<file path="config.mk">
export PLATFORM = sky130hd
export DESIGN_NAME = zion_clr_rr_arbiter
export DESIGN_NICKNAME = d
export VERILOG_FILES = /design/src/rtl/zion_clr_rr_arbiter_pkg.sv /design/src/rtl/zion_clr_dff.sv /design/src/rtl/zion_rr_pick.sv /design/src/rtl/zion_clr_rr_arbiter.sv
export SDC_FILE = /design/constraint.sdc
export NUM_CORES = 1
export LEC_CHECK = 0
export ABC_AREA = 1
export BUFFER_PORTS_ARGS = -buffer_cell sky130_fd_sc_hd__clkbuf_2
export CORE_ASPECT_RATIO = 1.75
export CORE_MARGIN = 4
export CORE_UTILIZATION = 43
export DETAILED_ROUTE_END_ITERATION = 10
export PLACE_DENSITY_LB_ADDON = 0.3
export SYNTH_ARGS = -nofsm -noshare
export SYNTH_HDL_FRONTEND = slang
export SYNTH_SLANG_ARGS = --single-unit
</file>
<file path="constraint.sdc">
create_clock -name clk -period 2.23 [get_ports clk]
set_clock_uncertainty 0.1 [all_clocks]
set_input_delay 0.3345 -clock clk [delete_from_list [all_inputs] [get_ports clk]]
set_output_delay 0.3345 -clock clk [all_outputs]
set_load 0.05 [all_outputs]
</file>
<file path="src/rtl/zion_clr_rr_arbiter_pkg.sv">
// Shared types and helpers for the zion clear-capable round-robin arbiters.
package zion_clr_rr_arbiter_pkg;

  typedef enum logic {
    ARB  = 1'b0,
    LOCK = 1'b1
  } arb_state_e;

  // Index width for n requesters; never collapses to zero bits.
  function automatic int idx_w(input int n);
    return (n > 1) ? $clog2(n) : 1;
  endfunction

endpackage

</file>
<file path="src/rtl/zion_clr_dff.sv">
// Register with async active-low reset and a synchronous clear, both to INI.
// One cycle latency; en gates the load, clr has priority over en.
module zion_clr_dff #(
  parameter int             W   = 1,
  parameter logic [W-1:0]   INI = '0
) (
  input  logic         clk,
  input  logic         rst,
  input  logic         clr,
  input  logic         en,
  input  logic [W-1:0] d,
  output logic [W-1:0] q
);

  logic [W-1:0] dat_q;
  logic [W-1:0] dat_d;

  always_comb begin
    dat_d = dat_q;
    if (clr)     dat_d = INI;
    else if (en) dat_d = d;
  end

  always_ff @(posedge clk or negedge rst) begin
    if (!rst) dat_q <= INI;
    else      dat_q <= dat_d;
  end

  assign q = dat_q;

endmodule

</file>
<file path="src/rtl/zion_rr_pick.sv">
// Combinational round-robin picker: first set request at or above ptr, wrapping.
// Zero latency; no flow control of its own.
module zion_rr_pick
  import zion_clr_rr_arbiter_pkg::*;
#(
  parameter int N = 4
) (
  input  logic [N-1:0]           req,
  input  logic [idx_w(N)-1:0]    ptr,
  output logic [N-1:0]           pick,
  output logic [idx_w(N)-1:0]    idx,
  output logic                   any
);

  localparam int IW = idx_w(N);

  // Two passes: the upper segment [ptr, N) wins over the wrapped segment [0, ptr).
  always_comb begin
    pick = '0;
    idx  = '0;
    any  = 1'b0;
    for (int j = 0; j < N; j++) begin
      if (!any && req[j] && (j >= int'(ptr))) begin
        any     = 1'b1;
        idx     = IW'(j);
        pick[j] = 1'b1;
      end
    end
    for (int j = 0; j < N; j++) begin
      if (!any && req[j]) begin
        any     = 1'b1;
        idx     = IW'(j);
        pick[j] = 1'b1;
      end
    end
  end

endmodule

</file>
<file path="src/rtl/zion_clr_rr_arbiter.sv">
// Round-robin arbiter with burst lock feeding one clearable output register.
// 1-cycle grant-to-output latency; loads only when the register is empty or draining.
module zion_clr_rr_arbiter
  import zion_clr_rr_arbiter_pkg::*;
#(
  parameter int                 NUM_REQ  = 4,
  parameter int                 WIDTH    = 32,
  parameter logic [WIDTH-1:0]   INI_DATA = '0
) (
  input  logic                             clk,
  input  logic                             rst,
  input  logic                             iClr,
  input  logic [NUM_REQ-1:0]               iReq,
  input  logic [NUM_REQ-1:0]               iLast,
  input  logic [NUM_REQ-1:0][WIDTH-1:0]    iDat,
  output logic [NUM_REQ-1:0]               oGnt,
  output logic                             oVld,
  output logic [WIDTH-1:0]                 oDat,
  input  logic                             iRdy,
  output logic [idx_w(NUM_REQ)-1:0]        oOwner,
  output logic                             oLocked
);

  localparam int IW = idx_w(NUM_REQ);

  arb_state_e         state_q, state_d;
  logic [IW-1:0]      ptr_q, ptr_d;
  logic [IW-1:0]      lock_own_q, lock_own_d;
  logic               locked_q, locked_d;

  logic               ld, fire, pick_any, last_beat;
  logic [NUM_REQ-1:0] pick_req, pick_oh;
  logic [IW-1:0]      pick_idx, idx_nxt;
  logic               vld_q;
  logic [IW-1:0]      owner_q;
  logic [IW:0]        vo_q;

  // Reset also gates ld so nothing is granted while the register is held in reset.
  assign ld = rst && !iClr && (!vld_q || iRdy);

  always_comb begin
    pick_req = iReq;
    if (state_q == LOCK) pick_req = iReq & (NUM_REQ'(1) << lock_own_q);
  end

  zion_rr_pick #(.N(NUM_REQ)) u_pick (
    .req  (pick_req),
    .ptr  (ptr_q),
    .pick (pick_oh),
    .idx  (pick_idx),
    .any  (pick_any)
  );

  assign fire      = ld && pick_any;
  assign oGnt      = fire ? pick_oh : '0;
  assign last_beat = iLast[pick_idx];
  assign idx_nxt   = (pick_idx == IW'(NUM_REQ - 1)) ? '0 : pick_idx + IW'(1);

  always_comb begin
    state_d    = state_q;
    ptr_d      = ptr_q;
    lock_own_d = lock_own_q;
    if (iClr) begin
      state_d    = ARB;
      ptr_d      = '0;
      lock_own_d = '0;
    end else if (fire) begin
      if (!last_beat) begin
        state_d    = LOCK;
        lock_own_d = pick_idx;
      end else begin
        state_d = ARB;
        ptr_d   = idx_nxt;
      end
    end
    locked_d = (state_d == LOCK);
  end

  always_ff @(posedge clk or negedge rst) begin
    if (!rst) begin
      state_q    <= ARB;
      ptr_q      <= '0;
      lock_own_q <= '0;
      locked_q   <= 1'b0;
    end else begin
      state_q    <= state_d;
      ptr_q      <= ptr_d;
      lock_own_q <= lock_own_d;
      locked_q   <= locked_d;
    end
  end

  zion_clr_dff #(.W(WIDTH), .INI(INI_DATA)) u_dat (
    .clk (clk),
    .rst (rst),
    .clr (iClr),
    .en  (fire),
    .d   (iDat[pick_idx]),
    .q   (oDat)
  );

  // A load with no grant empties the register but keeps the last owner.
  zion_clr_dff #(.W(IW + 1), .INI({(IW + 1){1'b0}})) u_vo (
    .clk (clk),
    .rst (rst),
    .clr (iClr),
    .en  (ld),
    .d   ({fire, fire ? pick_idx : owner_q}),
    .q   (vo_q)
  );

  assign vld_q   = vo_q[IW];
  assign owner_q = vo_q[IW-1:0];
  assign oVld    = vld_q;
  assign oOwner  = owner_q;
  assign oLocked = locked_q;

  a_gnt_onehot : assert property (@(posedge clk) disable iff (!rst) $onehot0(oGnt));
  a_lock_excl  : assert property (@(posedge clk) disable iff (!rst)
    (state_q == LOCK) |-> ((oGnt & ~(NUM_REQ'(1) << lock_own_q)) == '0));
  a_lock_hold  : assert property (@(posedge clk) disable iff (!rst)
    ((state_q == LOCK) && !iReq[lock_own_q] && !iClr) |=> (state_q == LOCK));

endmodule

</file>
==> Yosys cells after proc, flatten, opt, wreduce, memory -nomap -nowiden <==
Cells that the tools add are included.
{ "word_totals": {"reg_bits": 40, "in_bits": 140, "output_inout_bits": 40, "elab_cells": 87} }
{ "classes": {"n_addsub": 1, "magnitude_cmp": 4, "n_eq_ne": 2, "shift": 1, "n_mux": 43, "bitwise_logic": 1, "n_reduce_logical": 29} }
{ "ops": {"columns": ["cell", "count"], "rows": [
  ["2-to-1 mux 32 bit", 3],
  ["binary-select mux 32 bit (select 2 bit)", 1],
  ["2-to-1 mux 2 bit", 14],
  ["2-to-1 mux 1 bit", 20],
  ["logical AND 1 bit", 13],
  ["logical NOT 1 bit", 9],
  ["2-to-1 mux 4 bit", 2],
  ["2-to-1 mux 3 bit", 2],
  ["AND reduction 2 bit", 3],
  ["nonzero test 2 bit", 3],
  ["AND 4 bit", 1],
  ["greater-or-equal comparator 1 x 2 -> 1 bit, first input constant", 2],
  ["<< shifter 1 x 2 -> 4 bit, first input constant", 1],
  ["less-than comparator 2 x 3 -> 1 bit, second input constant", 1],
  ["adder 2 x 1 -> 2 bit, second input constant", 1],
  ["binary-select mux 1 bit (select 2 bit)", 1],
  ["== test 2 bit, second input constant", 1],
  ["greater-or-equal comparator 2 bit, first input constant", 1],
  ["!= test 2 bit, second input constant", 1],
  ["logical OR 1 bit", 1]
]} }

==> Logic depth before layout (Yosys ltp) <==
Gate-level depths: netlist of run 1.
{ "depth": {"word_depth": 33, "mapped_depth": 15, "mapped_depth_nobuf": 14} }

==> Cells and area by module <==
Synthesis of run 1 repeated with hierarchy kept, for this count alone.
{ "hier_totals": {"hier_cells": 440, "hier_area_um2": 2921.6} }
{ "modules_own_cells": {"columns": ["mod", "instances", "cells_each", "area_each_um2", "seq_area_each_um2"], "rows": [
  ["zion_clr_dff (u_dat)", 1, 140, 1351.3, 800.8],
  ["zion_clr_rr_arbiter", 1, 257, 1301.2, 125.1],
  ["zion_rr_pick", 1, 29, 146.4, 0.0],
  ["zion_clr_dff (u_vo)", 1, 14, 122.6, 75.1]
]} }

==> Least setup slack after synthesis of run 1 <==
No wires, ideal clock.
{ "synth_timing": {"path_kind": "register -> output", "start": "register oLocked (netlist name)", "end": "output port oGnt[3]", "arrival_ps": 2280, "required_ps": 1796, "path_slack_ps": -485, "path_stages_with_launch": 8, "path_buffers": 0, "path_cell_list": "dfrtp_1 nand2_1 nand3_2 nand2_2 nor2_4 nand4_1 nand2_2 nor3_1"} }
{ "synth_lines": {"columns": ["element", "line", "rtl"], "rows": [
  ["to (decl)", "zion_clr_rr_arbiter.sv:16", "output logic [NUM_REQ-1:0] oGnt,"]
]} }

==> Worst setup path after layout of run 1 <==
{ "layout_timing": {"start": "register lock_own_q[1]", "end": "output port oGnt[1]"} }
{ "layout_between": {"elab_chain_cells": 30, "word_cells_on_any_way": 32, "cone_classes": "shift (1); mux (12); bitwise (1); reduce/logical (18)"} }
{ "layout_lines": {"columns": ["element", "line", "rtl"], "rows": [
  ["from (decl)", "zion_clr_rr_arbiter.sv:28", "logic [IW-1:0] lock_own_q, lock_own_d;"],
  ["from (signal assigned)", "zion_clr_rr_arbiter.sv:88", "lock_own_q <= lock_own_d;"],
  ["<< shifter 1 x 2 -> 4 bit *", "zion_clr_rr_arbiter.sv:43", "if (state_q == LOCK) pick_req = iReq & (NUM_REQ'(1) << lock_own_q);"],
  ["AND 4 bit *", "zion_clr_rr_arbiter.sv:43", null],
  ["2-to-1 mux 4 bit *", "zion_clr_rr_arbiter.sv:43", null],
  ["logical AND 1 bit", "zion_rr_pick.sv:23", "if (!any && req[j] && (j >= int'(ptr))) begin"],
  ["2-to-1 mux 1 bit", "zion_rr_pick.sv:23", null],
  ["logical NOT 1 bit", "zion_rr_pick.sv:23", null],
  ["logical AND 1 bit (2 in a row)", "zion_rr_pick.sv:23", null],
  ["2-to-1 mux 1 bit", "zion_rr_pick.sv:23", null],
  ["[... 13 more ...]", null, null],
  ["logical NOT 1 bit", "zion_rr_pick.sv:30", "if (!any && req[j]) begin"],
  ["logical AND 1 bit", "zion_rr_pick.sv:30", null],
  ["2-to-1 mux 1 bit", "zion_rr_pick.sv:30", null],
  ["logical NOT 1 bit", "zion_rr_pick.sv:30", null],
  ["logical AND 1 bit", "zion_rr_pick.sv:30", null],
  ["2-to-1 mux 1 bit", "zion_rr_pick.sv:30", null],
  ["logical AND 1 bit", "zion_clr_rr_arbiter.sv:54", "assign fire = ld && pick_any;"],
  ["2-to-1 mux 4 bit *", "zion_clr_rr_arbiter.sv:55", "assign oGnt = fire ? pick_oh : '0;"]
]} }
Mark *: on every way between the ends. The rest lies on a longest branch, timed or not.

==> metrics.md, run 1 <==
| Metric | Value |
|---|---|
| Outcome | finished, final reports clean |
| Synth Register Bits | 40 |
| Post-Layout Cell Count | 710 |
| Worst Max-Slew Pin Slew | 0.518 ns |
| Vias in the first global route | 3366 |
| Placed Cells | 692 |
| Critical-path top delay cell | dfrtp_1 |
| Die area | 0.00805 mm^2 |
| Global-route wire length before repair | 14.5 mm |
| Max-slew violations | 0 |
| Hold WC Path Type | input pin to asynchronous set/reset pin |
| GR Util met2 | 40.3% |
| Crit share post-route | 99.2% |
| Area share of the largest cell type after synthesis | 35.1% |
| Critical Path End Type | primary output |
| RSZ-0062 raised after global routing | true |
| Row cnt | 39 |
| Achievable clock frequency | 452 MHz |
| Clk sinks | 40 |
| Worst path depth | 10 |
| Final WL | 9.36 mm |
| Pwr dens | 1230 mW/mm^2 |
| Share of layout cells above drive strength 1 | 38.2% |
| Slew margin rel. | 65.5% |
| Wire length per cell | 13.2 um |
| Vias per inst | 4.94 |
| Die height | 116 um |
| Hpwl dp | 7.19 mm |
| GRT Overall Usage | 22.0% |
| Area after DPL | 0.00382 mm^2 |
| H-tree levels | 2 |
| CP bufs+invs | 3 |
| Post-route minimum period | 2.21 ns |
| ANT cells | 0 |
| VDD IR-drop max | 0.670 mV |
| WS Path Type | flop to primary output |
| CP Launch Type | flop |
| Top delay family on crit path | simple AND/OR/NAND/NOR gates |
| Worst Reg-to-Reg Cells | 14 |
| Post-synthesis instance total | 444 |
| Met1 Track Usage GR | 24.9% |
| Final non-filler cell area | 0.00418 mm^2 |
| Syn Nets | 584 |
| CP max stage delay | 0.42 ns |
| Remaining antenna violation count | 0 |
| Yosys cell types | 23 |
| Vias | 3507 |
| Final #Nets | 767 |
| Antenna violations before repair | 0 |
| DRC | 0 |
| Starting density of the core | 43.9% |
| Clk slew on worst S/H paths | 0.06 ns |
| Req. time, crit path | 1.80 ns |
| GR Overflow Total | 0 |
| Pre-antenna DRT Iters | 5 |
| Post-Syn Area | 0.00285 mm^2 |
| # IOs | 180 |
| Die width | 69.5 um |
| Root Driver | clkbuf_16 |
| Warning count from the yosys run | 0 |
| Worst path cell trace | inv_1, nand2_1, nand2_2, nand3_4, nand2_4, nor2_4, buf_4, nand3_4, a21oi_2, buf_8 |
| Drt initial violations | 168 |
| Endpoints failing setup | 0 |
| Area growth from synthesis to layout | 46.8% |
| Final hold violation count | 0 |
| Clk buf depth | 2 |
| Biggest area consumer among synthesized cells | dfrtp_1 |
| Slack of the worst reg-to-reg path | 0.09 ns |
| Most used cell, CP | nand3_4 |
| Mean Syn Cell Area | 6.42 um^2 |
| Worst-skew pair later-pin latency | 0.28 ns |
| Worst-path maximum fanout | 5 |
| Input/output buffers | 179 |
| CTS tree | yes |
| Max_cap viols | 0 |
| Largest net degree at the start of global routing | 41 |
| CTS Buf Count | 5 |
| Top area cells in the synthesized netlist | dfrtp_1 35%, nand2_1 29%, nand3_1 18% |
| GPL Wtd Cong | 0.866 |
| Core area | 0.00649 mm^2 |
| GR peak layer | met2 |
| Post-synthesis sequential area ratio | 35.1% |
| Static Leakage | 2.45 nW |
| Critical path arrival | 1.78 ns |
| Met3 usage | 3.91% |
-- through the flow --
step / utilization (%) / hold slack [ns] / setup slack (ns) / total power [W] / setup TNS [ns]
floorplan: - / -0.0611 / -0.0898 / 0.00344 / -0.111
global placement: 58.8 / 0.363 / 0.184 / 0.00404 / 0
detailed placement: 58.8 / 0.367 / 0.0947 / 0.00409 / 0
CTS: 62.5 / 0.113 / 0.00889 / 0.00497 / 0
global route: 64.5 / 0.129 / -0.0903 / 0.00551 / -0.618
finish: 64.5 / 0.0858 / 0.0186 / 0.00514 / 0
-- cell families after synthesis --
group                  count (synthesis)  share of synthesized area, %
AO/OA/AOI/OAI                          9                          1.80
buffers and inverters                 47                          9.26
flip-flops                            40                          35.1
AND/OR/NAND/NOR                      348                          53.8
-- flip-flops by register name, summed over array words and instances (netlist names) --
signal,count
lock_own_q,2
oLocked,1
ptr_q,2
u_dat.q,32
u_vo.q,3
-- cell usage in the layout (no fill, tap or decap), types with 4 or more instances in the layout --
cell type / synthesis / routed
nand2_1: 219 / 218
nand3_1: 104 / 104
clkbuf_2: 0 / 175
clkbuf_16: 0 / 5
inv_1: 16 / 16
nand3_2: 6 / 4
buf_12: 0 / 5
nand2_2: 5 / 4
inv_2: 5 / 5
nor2_1: 5 / 4
buf_4: 11 / 16
dfrtp_1: 40 / 39
-- power breakdown --
group          switching (W)  leakage (nW)  total [W]  internal [W]
Clock               0.000289        0.0798   0.000814      0.000525
Sequential          0.000140         0.531    0.00107      0.000934
Combinational        0.00221          1.84    0.00325       0.00104
Total                0.00263          2.45    0.00514       0.00250
-- metal layers --
layer	wire [um]	part of all wire (%)
met5	0	0
met1	3480	37
met3	593	6.3
met4	235	2.5
met2	5060	54
-- worst paths after layout --
kind / start / endpoint
min in group clk: iClr / u_vo.q[2]
max reg2reg: lock_own_q[0] / lock_own_q[0]
min reg2reg: u_dat.q[20] / u_dat.q[20]
max in group asynchronous: rst / lock_own_q[0]
min: rst / u_dat.q[13]
max: lock_own_q[1] / oGnt[1]
-- cell usage after synthesis --
master    number
nand2_1      219
nand3_1      104
dfrtp_1       40
inv_1         16
buf_4         11
buf_2          7
nand3_2        6
buf_6          5
inv_2          5
nand2_2        5
nor2_1         5
a21oi_1        4
nand4_1        3
o21ai_0        3
buf_1          2
nor2_4         2
clkbuf_1       1
nand2_4        1
nand3_4        1
nor2_2         1
nor3_1         1
o21ai_2        1
o31ai_1        1
-- timing repair --
item,CTS,global route
resized for setup,9,20
setup endpoints to repair,4,43
pin swaps,4,6
setup buffers,4,6
hold buffers,0,0
-- cell type report --
cell class	instances	area (um^2)
tap	82	103
multi-input combinational	357	1660
inverter	21	78.8
timing repair buffer	202	1180
clock buffer	5	125
fill	607	2310
sequential	40	1000
clock inverter	3	42.5
No activity file was read; power rests on OpenSTA's default activity.
==> run 2, diff against run 1 <==
--- a/config.mk
+++ b/config.mk
@@ -6,7 +6,7 @@
 export NUM_CORES = 1
 export LEC_CHECK = 0
 export ABC_AREA = 1
-export BUFFER_PORTS_ARGS = -buffer_cell sky130_fd_sc_hd__clkbuf_2
+export BUFFER_PORTS_ARGS = -buffer_cell sky130_fd_sc_hd__buf_2
 export CORE_ASPECT_RATIO = 1.75
 export CORE_MARGIN = 4
 export CORE_UTILIZATION = 43
==> metrics.md, run 2 (synthesis results as in run 1) <==
| Metric | Value |
|---|---|
| Core area | 0.00649 mm^2 |
| Area after DPL | 0.00383 mm^2 |
| CTS Buf Count | 5 |
| Outcome | finished with violations |
| Worst Max-Slew Pin Slew | 0.532 ns |
| Req. time, crit path | 1.80 ns |
| Final hold violation count | 0 |
| Final WL | 9.86 mm |
| Starting density of the core | 43.9% |
| Worst r2r src | lock_own_q[0] |
| Share of layout cells above drive strength 1 | 38.1% |
| CP Launch Type | flop |
| Wire length per cell | 13.9 um |
| Crit path launch | lock_own_q[0] |
| Final hold slack | 0.0768 ns |
| VDD IR-drop max | 0.627 mV |
| Hold WC Path Type | input pin to asynchronous set/reset pin |
| Max reg flops | 32 |
| Vias per inst | 5.10 |
| H-tree levels | 2 |
| CTS tree | yes |
| Post-route minimum period | 2.24 ns |
| GR Overflow Total | 0 |
| DR WL met3 | 732 um |
| Clk buf depth | 2 |
| Max-slew violations | 0 |
| Critical path arrival | 1.80 ns |
| CTS hold repair buffers | 0 |
| Worst Reg-to-Reg Cells | 14 |
| Die height | 116 um |
| Slew margin rel. | 64.6% |
| Most common cell after layout, fill and taps aside | nand2_1 |
| Most frequent cells in the layout | 218 x nand2_1, 175 x buf_2, 103 x nand3_1 |
| Root Driver | clkbuf_16 |
| Row cnt | 39 |
| Area growth from synthesis to layout | 49.3% |
| Met2 routed WL | 5.17 mm |
| Clk sinks | 40 |
| Input/output buffers | 179 |
| Die area | 0.00805 mm^2 |
| Crit share post-route | 100% |
| Pre-antenna DRT Iters | 5 |
| Largest net degree at the start of global routing | 41 |
| Final non-filler cell area | 0.00426 mm^2 |
| # IOs | 180 |
| Critical Path End Type | primary output |
| GPL Wtd Cong | 0.896 |
| Highest metal used | met4 |
| WS Path Type | flop to primary output |
| Worst setup endpoint | oGnt[2] |
| Remaining antenna violation count | 0 |
| Die width | 69.5 um |
| RSZ-0062 raised after global routing | true |
| GRT Overall Usage | 22.2% |
| Slack of the worst reg-to-reg path | 0 ns |
| Antenna violations before repair | 0 |
| Final #Nets | 767 |
| Pwr dens | 1270 mW/mm^2 |
| Endpoints failing setup | 3 |
| Vias | 3623 |
| Met1 wire length | 3.65 mm |
| Worst-path maximum fanout | 8 |
| Hpwl dp | 7.15 mm |
| Reg2reg end | ptr_q[1] |
| Final WS setup | -0.00532 ns |
| ANT cells | 0 |
| Failing checks | negative setup slack |
| Achievable clock frequency | 447 MHz |
| Worst-skew pair later-pin latency | 0.28 ns |
| Max_cap viols | 0 |
| Global-route wire length before repair | 14.7 mm |
| Drt initial violations | 166 |
| Static Leakage | 2.49 nW |
| Clk slew on worst S/H paths | 0.06 ns |
| Total power draw | 0.00540 W |
| Vias in the first global route | 3341 |
| DRC | 0 |
run 2: changes by cell type in the layout (fill, tap and decap cells not counted), moves of 3 or more:
| cell | previous run | this run |
|---|---|---|
| clkbuf_16 | 5 | 8 |
| buf_6 | 2 | 5 |
| buf_4 | 16 | 11 |
| buf_2 | 0 | 175 |
| clkbuf_2 | 175 | 0 |
run 2: worst min-delay path by stage:
stage           startpoint       endpoint  slack (ns)
5_1_grt                rst    u_dat.q[22]        0.13
3_3_place_gp   u_dat.q[19]    u_dat.q[19]        0.36
2_1_floorplan          rst  lock_own_q[0]       -0.06
4_1_cts                rst    u_dat.q[13]        0.11
6_report               rst    u_dat.q[22]        0.08
3_5_place_dp   u_dat.q[22]    u_dat.q[22]        0.36
run 2: report_power, final:
group          switching (W)  total, W  internal, W
registers           0.000144   0.00108     0.000934
clock network       0.000285  0.000874     0.000589
logic                0.00227   0.00344      0.00117
run 2: repair_timing:
action | 4_1_cts | 5_1_grt
endpoints found under the hold margin | 0 | 0
gates cloned | 0 | 3
pin swaps | 2 | 10
resized for setup | 7 | 21
buffers inserted | 2 | 6
endpoints found under the setup margin | 4 | 35
run 2: per-stage QoR:
stage               setup WS, ns  TNS (ns)  utilization (%)  cells
floorplan                -0.0898    -0.111                -    444
detailed placement        0.0989         0             59.1    691
global route              -0.128     -1.96             65.6    710
global placement           0.183         0             59.1    691
finish                  -0.00532  -0.00709             65.6    710
CTS                      0.00899         0             62.4    701
run 2: area by class of cell:
cell class                      instances  area [um^2]
Inverter                               21         83.8
Timing Repair Buffer                  202         1240
Clock buffer                            7          153
Sequential cell                        40         1000
Clock inverter                          1         30.0
Fill cell                             601         2230
Multi-Input combinational cell        357         1640
Tap cell                               82          103
run 2: layer usage:
metal | vias up | track usage, %
met5 | - | 0
met4 | 0 | 9.91
met3 | 29 | 5.21
met2 | 162 | 40.5
met1 | 1646 | 24.4
li1 | 1786 | -
run 2: worst max-delay path, cell delays in order (launching register included):
cell	delay (ns)
dfrtp_1	0.43
o21ai_2	0.20
nand3_2	0.15
nand2_4	0.12
nor2_4	0.06
nand4_1	0.13
nand2_4	0.12
a21oi_2	0.15
buf_6	0.17
